## config.mk

```make
export PLATFORM = sky130hd
export DESIGN_NAME = fetch_queue
export DESIGN_NICKNAME = d
export VERILOG_FILES = /design/src/rtl/fetch_queue.sv
export SDC_FILE = /design/constraint.sdc
export NUM_CORES = 1
export LEC_CHECK = 0
export CORE_MARGIN = 4
export CORE_UTILIZATION = 49
export CTS_BUF_LIST = sky130_fd_sc_hd__clkbuf_4
export DETAILED_ROUTE_END_ITERATION = 8
export PLACE_DENSITY = 0.83
export SKIP_CTS_REPAIR_TIMING = 1
export SYNTH_ARGS = -nofsm -noshare
export SYNTH_HDL_FRONTEND = slang
export SYNTH_SLANG_ARGS = --single-unit
```

## constraint.sdc

```tcl
create_clock -name clk -period 1.92 [get_ports clk]
set_input_delay 0.384 -clock clk [delete_from_list [all_inputs] [get_ports clk]]
set_output_delay 0.384 -clock clk [all_outputs]
set_load 0.03 [all_outputs]
```

## src/rtl/fetch_queue.sv

```systemverilog
// fetch_queue: instruction-fetch stage for the MIPS datapath.
//
// Owns the program counter, presents it to a combinational instruction
// memory, and buffers each fetched instruction together with its PC in a
// DEPTH-entry circular FIFO. Decode drains the FIFO through a valid/ready
// handshake. A taken branch computes its target here, flushes the queue and
// restarts fetch at the target.
//
// Parameters
//   PC_WIDTH  program-counter width (>= 3); PC arithmetic wraps mod 2^PC_WIDTH
//   DEPTH     FIFO entries (power of two, >= 2)
//   RESET_PC  PC loaded on reset (word aligned)
//
// Ports
//   clk, rst         clock, synchronous active-high reset
//   imem_addr        fetch address (equals the fetch PC)
//   imem_rdata       instruction at imem_addr, same cycle
//   redirect_valid   branch taken this cycle
//   redirect_base    PC of the branch instruction
//   redirect_imm     signed word offset of the branch
//   instr_valid      head entry valid
//   instr_ready      decode accepts the head entry
//   instr, instr_pc  head instruction and its PC
//   instr_pc_plus4   instr_pc + 4 (wrapping)
//   count            current occupancy
module fetch_queue #(
  parameter int PC_WIDTH = 5,
  parameter int DEPTH    = 4,
  parameter int RESET_PC = 0
) (
  input  logic                       clk,
  input  logic                       rst,
  output logic [PC_WIDTH-1:0]        imem_addr,
  input  logic [31:0]                imem_rdata,
  input  logic                       redirect_valid,
  input  logic [PC_WIDTH-1:0]        redirect_base,
  input  logic [15:0]                redirect_imm,
  output logic                       instr_valid,
  input  logic                       instr_ready,
  output logic [31:0]                instr,
  output logic [PC_WIDTH-1:0]        instr_pc,
  output logic [PC_WIDTH-1:0]        instr_pc_plus4,
  output logic [$clog2(DEPTH):0]     count
);

  localparam int PTR_W = $clog2(DEPTH);
  localparam int CNT_W = PTR_W + 1;

  // Branch target: base + 4 + (imm << 2), wrapped to PC_WIDTH and forced
  // word aligned. The byte offset is truncated before the add; since all
  // arithmetic is modulo 2^PC_WIDTH this gives the same result.
  function automatic logic [PC_WIDTH-1:0] branch_target(
    input logic [PC_WIDTH-1:0] base,
    input logic signed [15:0]  imm
  );
    logic signed [31:0]  byte_off;
    logic [PC_WIDTH-1:0] sum;
    byte_off = 32'(imm) <<< 2;
    sum      = base + PC_WIDTH'(4) + PC_WIDTH'(byte_off);
    return {sum[PC_WIDTH-1:2], 2'b00};
  endfunction

  logic [PC_WIDTH-1:0] fetch_pc;
  logic [PTR_W-1:0]    wr_ptr;
  logic [PTR_W-1:0]    rd_ptr;
  logic [CNT_W-1:0]    cnt;

  logic [31:0]         instr_mem [DEPTH];
  logic [PC_WIDTH-1:0] pc_mem    [DEPTH];

  logic                push;
  logic                pop;
  logic [PC_WIDTH-1:0] target;

  assign instr_valid = (cnt != '0);
  assign pop         = instr_valid & instr_ready;
  // A full queue that is popping this cycle frees a slot for this cycle's
  // fetch, keeping one instruction per cycle flowing.
  assign push        = !redirect_valid & ((cnt < CNT_W'(DEPTH)) | pop);
  assign target      = branch_target(redirect_base, $signed(redirect_imm));

  // Control state: PC, pointers, occupancy
  always_ff @(posedge clk) begin
    if (rst) begin
      fetch_pc <= PC_WIDTH'(RESET_PC);
      wr_ptr   <= '0;
      rd_ptr   <= '0;
      cnt      <= '0;
    end else if (redirect_valid) begin
      // Flush regardless of a same-cycle pop; decode still saw its accept.
      fetch_pc <= target;
      wr_ptr   <= '0;
      rd_ptr   <= '0;
      cnt      <= '0;
    end else begin
      if (push) begin
        wr_ptr   <= wr_ptr + PTR_W'(1);
        fetch_pc <= fetch_pc + PC_WIDTH'(4);
      end
      if (pop) begin
        rd_ptr <= rd_ptr + PTR_W'(1);
      end
      case ({push, pop})
        2'b10:   cnt <= cnt + CNT_W'(1);
        2'b01:   cnt <= cnt - CNT_W'(1);
        default: cnt <= cnt;
      endcase
    end
  end

  // Data storage: not reset; entries are only read once counted valid
  always_ff @(posedge clk) begin
    if (push) begin
      instr_mem[wr_ptr] <= imem_rdata;
      pc_mem[wr_ptr]    <= fetch_pc;
    end
  end

  assign imem_addr      = fetch_pc;
  assign instr          = instr_mem[rd_ptr];
  assign instr_pc       = pc_mem[rd_ptr];
  assign instr_pc_plus4 = pc_mem[rd_ptr] + PC_WIDTH'(4);
  assign count          = cnt;

endmodule

```

==> reports/qor.yml, run 1 <==
regArea_um2: 4450
cts_tree: "yes"
setup_slack_ns: -0.514
crit_buf_inv: 2
worst_path_dominant_cell_family: "multiplexers"
wl_um: 10500
clock_sinks: 152
ys_seq_area_share_pct: 76.4
worstSetupEndpointType: "output pin"
hold_violations: 0
cts_buffers: 17
insertion_delay_ns: 0.53
drc: 0
setup_tns_ns: -13.03
status: "finished with violations"
fmax_mhz: 411
syn-cell-area_um2: 5810
start_util_pct: 50.5
dpl_worst_slack_ns: -0.428
crit_path_frequent_cell: "buf_6"
p_comb_share_pct: 12.0
min_to: "imem_addr[2]"
r2r_setup_slack_ns: 0.07
grt_pass1_wl_um: 15200
synth_seq_cells: 152
n_fill_cell: 773
syn_inst: 267
synth.area.top_cells: "edfxtp_1 (72%), mux4_2 (14%), dfxtp_1 (4.1%)"
avgViaCountPerCell: 5.31
fin_skew_ns: 0.0152
syn_area_per_cell_um2: 21.8
worst_ep_required_time_ns: 1.54
grt.overflow.total: 0
finalCriticalPeriod_ns: 2.43
hold_start: "rst"
p_seq_share_pct: 58.3
finalNetCount: 464
max-cap-violations: 0
pin_count: 108
worstPathArrival_ns: 2.05
fin_crit_sh_pct: 127
syn2layout_area_growth_pct: 29.8
failed_checks: "negative setup slack"
crit_type: "flop to output pin"
gp_congestion: 0.676
maxSlewViolCount: 0
grt_max_degree: 24
r2r-start: "count[2]"
rsz0062_at_grt: "yes"
ys_warn_count: 0
multi_input_area_um2: 1280
rr_endpoint: "count[2]"
yosys.area.top_type: "edfxtp_1"
clkTransAtPathRegs_ns: 0.13
num_rows: 39
die_area_um2: 13700
max-clock-path-buffers: 2
switching_share_pct: 25.5
synth_cell_types: 27
p_per_area_nw_per_um2: 856
wl_per_cell_um: 19.0
synth_top_area_share_pct: 72.3
die_h_um: 117
drtIter0Drc: 150
grt_pass1_vias: 2979
startpoint_type: "flop"
fp.coreArea_um2: 11500
pwr-share-clk_pct: 29.7
whs_path_depth: 2
reg2reg_depth: 9
dp_hpwl_um: 6520
critical_path.max_stage_delay_ns: 0.55
cp_cell_sequence: "buf_6 > mux4_2 > ha_4 > xor2_4 > buf_6"
antenna_found_initial: 0
p_int_mw: 4.82
p_sw_mw: 1.64
hp-class: "input pin to flop"
irDropWorstVdd_v: 0.000444
fp.dieW_um: 117
cts_root_buf: "clkbuf_4"
vias: 2935
first_pass_iters: 5
p_total_mw: 6.46
power.leakage_nw: 2.74
drive_gt1_share_pct: 36.9
postRouteAntennaNets: 0
cts_max_level: 4
io_buffer_count: 86
finalSetupViolCount: 38
critPathSlowestCell: "mux4_2"
crit_fanout: 4
grt_use_total_pct: 15.2
## layout make-up
type                    instances  share of cell area [%]
flip-flops and latches        152                    59.0
repair buffers                121                    17.2
multi-input cells              94                    17.0
well taps                     143                    2.37
clock inverters                14                    2.11
clock buffers                  18                    1.79
inverters                      10                   0.497
diodes                          1                  0.0332
## worst register-to-register path, delay by kind of cell (launching register included)
family / cells / cell delay [ns]
adders and majority gates: 2 / 0.51
buffers and inverters: 2 / 0.09
xor gates and xnor gates: 1 / 0.15
DFF: 1 / 0.39
AOI/OAI and AO/OA: 1 / 0.12
and+or+nand+nor: 3 / 0.51
## power groups by stage
stage | registers, mW | clock network (mW) | logic (mW)
3_5_place_dp | 3.84 | 0 | 0.741
3_3_place_gp | 3.83 | 0 | 0.729
5_1_grt | 3.78 | 2.14 | 0.822
4_1_cts | 3.77 | 1.98 | 0.744
6_report | 3.76 | 1.92 | 0.775
2_1_floorplan | 3.85 | 0 | 0.396
## cells in the final DEF (no fill, tap or decap), types with 2 or more instances in the layout
cell             netlist  layout
mux2i_1                2       2
clkinv_4               0       3
nor2_1                11      10
inv_1                 10       9
inv_8                  0       4
dfxtp_1               12       8
xnor2_1                4       4
a21oi_1                3       3
ha_1                  10       8
dfxtp_2                0       2
edfxtp_1             140     140
mux4_2                35      35
buf_2                  4       2
buf_8                  0       3
conb_1                 1       6
or3_1                  2       2
inv_6                  0       3
buf_6                  4      28
clkdlybuf4s50_1        0      41
dfxtp_4                0       2
buf_12                 0       6
clkbuf_4               0      18
dlymetal6s2s_1         0      14
mux2_2                 2       2
buf_4                  6      26
xor2_1                 7       6
and2_2                 0       4
clkinvlp_4             0       2
## cell families after synthesis
family / after synthesis / share of synthesized area, %
multiplexers: 39 / 14.3
other: 1 / 0.0645
buffers and inverters: 26 / 2.69
flip-flops: 152 / 76.4
adder cells (fa/ha/maj): 11 / 2.50
AND/OR/NAND/NOR: 21 / 1.74
AO/OA/AOI/OAI: 6 / 0.624
XOR/XNOR: 11 / 1.66
## through the flow
stage	cells	instance area, µm²	hold slack (ns)	utilization, %
floorplan	272	5890	0.456	-
global placement	506	7030	0.503	61.0
detailed placement	506	7030	0.519	61.0
CTS	538	7320	0.430	63.6
global route	552	7540	0.419	65.5
finish	553	7550	0.480	65.5
## flip-flops by register name (all words and copies together) (netlist names), named ones only
name,cells
rd_ptr,2
instr_mem,128
imem_addr,3
pc_mem,12
count,3
wr_ptr,2
## worst max-delay path by stage
stage	to	from	cells past startpoint
2_1_floorplan	instr_pc_plus4[4]	flop	5
3_3_place_gp	count[2]	instr_ready	10
3_5_place_dp	count[2]	instr_ready	10
4_1_cts	instr_pc[4]	flop	3
5_1_grt	instr_pc_plus4[4]	flop	5
6_report	instr_pc_plus4[4]	flop	5
## layer usage
layer / wire [µm] / global-route usage (%) / part of all wire [%]
met1: 4140 / 19.0 / 39
met2: 5480 / 25.6 / 52
met3: 765 / 4.58 / 7.3
met4: 103 / 4.74 / 0.98
met5: 0 / 0 / 0
## synthesized netlist by cell type
cell type and n:
mux2i_1 2, xnor2_1 4, nor2b_1 1, conb_1 1, buf_2 4, dfxtp_1 12, mux4_2 35, ha_1 10
or3_1 2, buf_4 6, nand2_1 1, a21oi_1 3, or2_2 1, edfxtp_1 140, nor2_1 11, inv_1 10
nand2b_1 1, clkbuf_2 1, mux2_2 2, xor2_1 7, and2_1 4, fa_1 1, buf_6 4, o21a_1 1
o21ai_0 1, o31a_1 1, clkbuf_1 1
No activity file was read; power rests on OpenSTA's default activity.
==> inputs of run 2 (changes only) <==
MAX_ROUTING_LAYER = met4   (was not set)
==> reports/qor.yml, run 2 (synthesized netlist as in run 1, its figures left out) <==
antenna_found_initial: 0  # unchanged
start_util_pct: 50.5  # unchanged
wl_um: 10400  # was 10500 µm
gp_congestion: 0.683  # was 0.676
drive_gt1_share_pct: 36.9  # unchanged
dp_hpwl_um: 6520  # unchanged
num_antenna_cells: 0  # was 1
crit_fanout: 4  # unchanged
clkTransAtPathRegs_ns: 0.14  # was 0.13 ns
grt_max_degree: 24  # unchanged
layout_commonest_cell: "edfxtp_1"  # unchanged
pin_count: 108  # unchanged
crit_path_frequent_cell: "buf_6"  # unchanged
failed_checks: "negative setup slack"  # unchanged
die_area_um2: 13700  # unchanged
cts_root_buf: "clkbuf_4"  # unchanged
avgViaCountPerCell: 5.27  # was 5.31
crit_type: "flop to output pin"  # unchanged
critPathSlowestCell: "mux4_2"  # unchanged
fp.coreArea_um2: 11500  # unchanged
hold_violations: 0  # unchanged
setup_slack_ns: -0.512  # was -0.514 ns
p_per_area_nw_per_um2: 856  # about the same
finalCriticalPeriod_ns: 2.43  # about the same
status: "finished with violations"  # unchanged
top_regs: "instr_mem: 128 flops, pc_mem: 12 flops"  # unchanged
die_h_um: 117  # unchanged
postRouteAntennaNets: 0  # unchanged
top_register: "instr_mem"  # unchanged
worst_ep_required_time_ns: 1.54  # about the same
worstSetupEndpointType: "output pin"  # unchanged
cts_buffers: 17  # unchanged
worstPathArrival_ns: 2.05  # about the same
cts_max_level: 4  # unchanged
largest_reg_flops: 128  # unchanged
cp_cell_sequence: "buf_6 > mux4_2 > ha_4 > xor2_4 > buf_6"  # unchanged
fp.dieW_um: 117  # unchanged
finalNetCount: 464  # unchanged
first_pass_iters: 4  # was 5
num_rows: 39  # unchanged
multi_input_area_um2: 1280  # unchanged
io_buffer_count: 86  # unchanged
grt_use_total_pct: 15.6  # was 15.2%
fin_crit_sh_pct: 127  # about the same
hp-class: "input pin to flop"  # unchanged
cts_tree: "yes"  # unchanged
grt_pass1_wl_um: 15200  # about the same
finalSetupViolCount: 38  # unchanged
stdcell_area_um2: 7540  # was 7550 µm²
drtIter0Drc: 162  # was 150
irDropWorstVdd_v: 0.000442  # was 0.000444 V
grt.overflow.total: 0  # unchanged
vias: 2910  # was 2935
critical_path.max_stage_delay_ns: 0.55  # about the same
final_cell_mix: "edfxtp_1 (140), clkdlybuf4s50_1 (41), mux4_2 (35), buf_6 (28), buf_4 (26)"  # unchanged
insertion_delay_ns: 0.51  # was 0.53 ns
syn2layout_area_growth_pct: 29.8  # about the same
grt_pass1_vias: 2987  # was 2979
clock_sinks: 152  # unchanged
dpl-instance-area_um2: 7030  # unchanged
startpoint_type: "flop"  # unchanged
wl_per_cell_um: 18.8  # was 19.0 µm
rsz0062_at_grt: "yes"  # unchanged
max-cap-violations: 0  # unchanged
p_total_mw: 6.46  # about the same
regArea_um2: 4450  # unchanged
fin_skew_ns: 0.0138  # was 0.0152 ns
max-clock-path-buffers: 2  # unchanged
n_fill_cell: 774  # was 773
maxSlewViolCount: 0  # unchanged
dpl_worst_slack_ns: -0.428  # unchanged
drc: 0  # unchanged
fmax_mhz: 411  # about the same
power.leakage_nw: 2.74  # about the same
## run 2: cell count changes in the layout (fill, tap and decap cells not counted), sizes merged
cell	change
diode	-1
## run 2: final cells by class
cell class	count	area share, %
clock buffers	18	1.79
multi-input cells	94	17.0
well taps	143	2.37
flip-flops and latches	152	59.0
inverters	10	0.498
repair buffers	121	17.2
clock inverters	14	2.11
## run 2: critical path: cells and delay by family, from the launching register on
family,cells,cell delay (ns)
buf+inv,2,0.24
xor+xnor,1,0.14
mux,1,0.55
fa+ha+maj,1,0.20
flops,1,0.40
## run 2: layer usage
| layer | wire (µm) | part of all wire, % | global-route usage [%] |
|---|---|---|---|
| met2 | 5460 | 52 | 25.6 |
| met1 | 4160 | 40 | 19.0 |
| met4 | 96 | 0.92 | 4.74 |
| met3 | 688 | 6.6 | 4.58 |
| met5 | 0 | 0 | - |
## run 2: per-stage QoR
step | hold WS [ns] | util (%) | TNS, ns | instances
floorplan | 0.456 | - | -0.226 | 272
global placement | 0.503 | 61.0 | -7.11 | 506
detailed placement | 0.519 | 61.0 | -7.38 | 506
CTS | 0.430 | 63.6 | -30.27 | 538
global route | 0.419 | 65.5 | -17.22 | 552
finish | 0.485 | 65.5 | -12.86 | 552
## run 2: final timing paths
path,startpoint,endpoint,slack (ns),cells after the start
setup reg to reg,count[2],count[2],0.06,9
hold / removal,imem_rdata[9],instr_mem[0][9],0.48,1
setup / recovery,flop,instr_pc_plus4[4],-0.51,5
hold reg to reg,count[2],count[2],0.55,2
## run 2: where the power goes
group,switching [mW],internal [mW]
clock,1.20,0.719
combinational,0.402,0.372
sequential,0.0391,3.72
total,1.64,4.82
==> inputs of run 3 (changes only) <==
SETUP_SLACK_MARGIN = 0.2   (was not set)
==> reports/qor.yml, run 3 (synthesized netlist as in run 1, its figures left out) <==
status: "finished with violations"  # unchanged
failed_checks: "negative setup slack"  # unchanged
grt_use_total_pct: 16.9  # was 15.6%
rsz0062_at_grt: "yes"  # unchanged
finalNetCount: 462  # was 464
finalCriticalPeriod_ns: 2.44  # was 2.43 ns
top_regs: "instr_mem: 128 flops, pc_mem: 12 flops"  # unchanged
fp.coreArea_um2: 11500  # unchanged
whs_ns: 0.493  # was 0.485 ns
setup_slack_ns: -0.519  # was -0.512 ns
fp.dieW_um: 117  # unchanged
dp_hpwl_um: 6850  # was 6520 µm
crit_path_frequent_cell: "buf_6"  # unchanged
start_util_pct: 50.5  # unchanged
power.leakage_nw: 2.62  # was 2.74 nW
num_antenna_cells: 0  # unchanged
fmax_mhz: 410  # was 411 MHz
grt_pass1_wl_um: 16200  # was 15200 µm
worstSetupEndpointType: "output pin"  # unchanged
vias: 2852  # was 2910
layout_commonest_cell: "edfxtp_1"  # unchanged
grt_max_degree: 24  # unchanged
hp-class: "input pin to flop"  # unchanged
crit_fanout: 4  # unchanged
cts_max_level: 4  # unchanged
insertion_delay_ns: 0.51  # about the same
startpoint_type: "flop"  # unchanged
worst_ep_required_time_ns: 1.54  # about the same
die_area_um2: 13700  # unchanged
grt_pass1_vias: 3096  # was 2987
syn2layout_area_growth_pct: 29.7  # was 29.8%
wl_um: 10700  # was 10400 µm
dpl_worst_slack_ns: -0.487  # was -0.428 ns
final_cell_mix: "edfxtp_1 (140), clkdlybuf4s50_1 (41), mux4_2 (35), buf_6 (29), buf_4 (28)"  # was edfxtp_1 (140), clkdlybuf4s50_1 (41), mux4_2 (35), buf_6 (28), buf_4 (26)
max-cap-violations: 0  # unchanged
clock_sinks: 152  # unchanged
fin_crit_sh_pct: 127  # about the same
pin_count: 108  # unchanged
crit_type: "flop to output pin"  # unchanged
drtIter0Drc: 270  # was 162
fin_skew_ns: 0.0128  # was 0.0138 ns
die_h_um: 117  # unchanged
max-clock-path-buffers: 2  # unchanged
critical_path.max_stage_delay_ns: 0.54  # was 0.55 ns
worstPathArrival_ns: 2.06  # was 2.05 ns
clkTransAtPathRegs_ns: 0.12  # was 0.14 ns
maxSlewViolCount: 0  # unchanged
drc: 0  # unchanged
hold_violations: 0  # unchanged
avgViaCountPerCell: 5.19  # was 5.27
postRouteAntennaNets: 0  # unchanged
critPathSlowestCell: "mux4_2"  # unchanged
grt.overflow.total: 0  # unchanged
cts_root_buf: "clkbuf_4"  # unchanged
num_rows: 39  # unchanged
largest_reg_flops: 128  # unchanged
gp_congestion: 0.723  # was 0.683
cts_tree: "yes"  # unchanged
cts_buffers: 17  # unchanged
drive_gt1_share_pct: 40.5  # was 36.9%
wl_per_cell_um: 19.4  # was 18.8 µm
r2r_setup_slack_ns: 0.07  # was 0.06 ns
setup_tns_ns: -12.73  # was -12.86 ns
antenna_found_initial: 0  # unchanged
irDropWorstVdd_v: 0.000785  # was 0.000442 V
p_per_area_nw_per_um2: 863  # was 856 nW/µm²
first_pass_iters: 4  # unchanged
io_buffer_count: 86  # unchanged
cp_cell_sequence: "buf_6 > mux4_2 > ha_4 > xor2_4 > buf_6"  # unchanged
top_register: "instr_mem"  # unchanged
finalSetupViolCount: 38  # unchanged
## run 3: critical path: cells and delay by family, from the launching register on
family,cells,cell delay (ns)
buffers and inverters,2,0.25
XOR/XNOR,1,0.14
multiplexers,1,0.54
flip-flops,1,0.41
adder cells (fa/ha/maj),1,0.20
## run 3: final cells by class
type,count,area (µm²)
tap,143,179
clock buffer,18,135
fill,799,3980
timing repair buffer,119,1270
inverter,10,37.5
multi-input combinational,94,1300
sequential,152,4460
clock inverter,14,156
## run 3: final timing paths
kind,startpoint,end,cells after the start
max reg2reg,count[2],count[2],8
min reg2reg,imem_addr[4],pc_mem[0][4],0
min,rst,imem_addr[3],2
max,flop,instr_pc_plus4[4],5
## run 3: power by group
group	switching [mW]	internal [mW]
Clock	1.06	0.902
Combinational	0.407	0.370
Sequential	0.0400	3.73
Total	1.51	5.00
## run 3: routing by layer
layer	part of all wire [%]	GRT usage (%)	wire [µm]
met1	40	19.6	4230
met2	53	28.1	5680
met3	6.2	5.55	667
met4	1.1	5.81	114
met5	0	-	0
## run 3: metrics by stage
stage	std cells	util, %	area, µm²	power (mW)
after floorplan	272	-	5900	4.25
after global placement	507	61.5	7080	4.57
after detailed placement	507	61.5	7080	4.59
after CTS	539	64.0	7370	6.56
after global routing	550	65.5	7540	6.79
final	550	65.5	7540	6.51
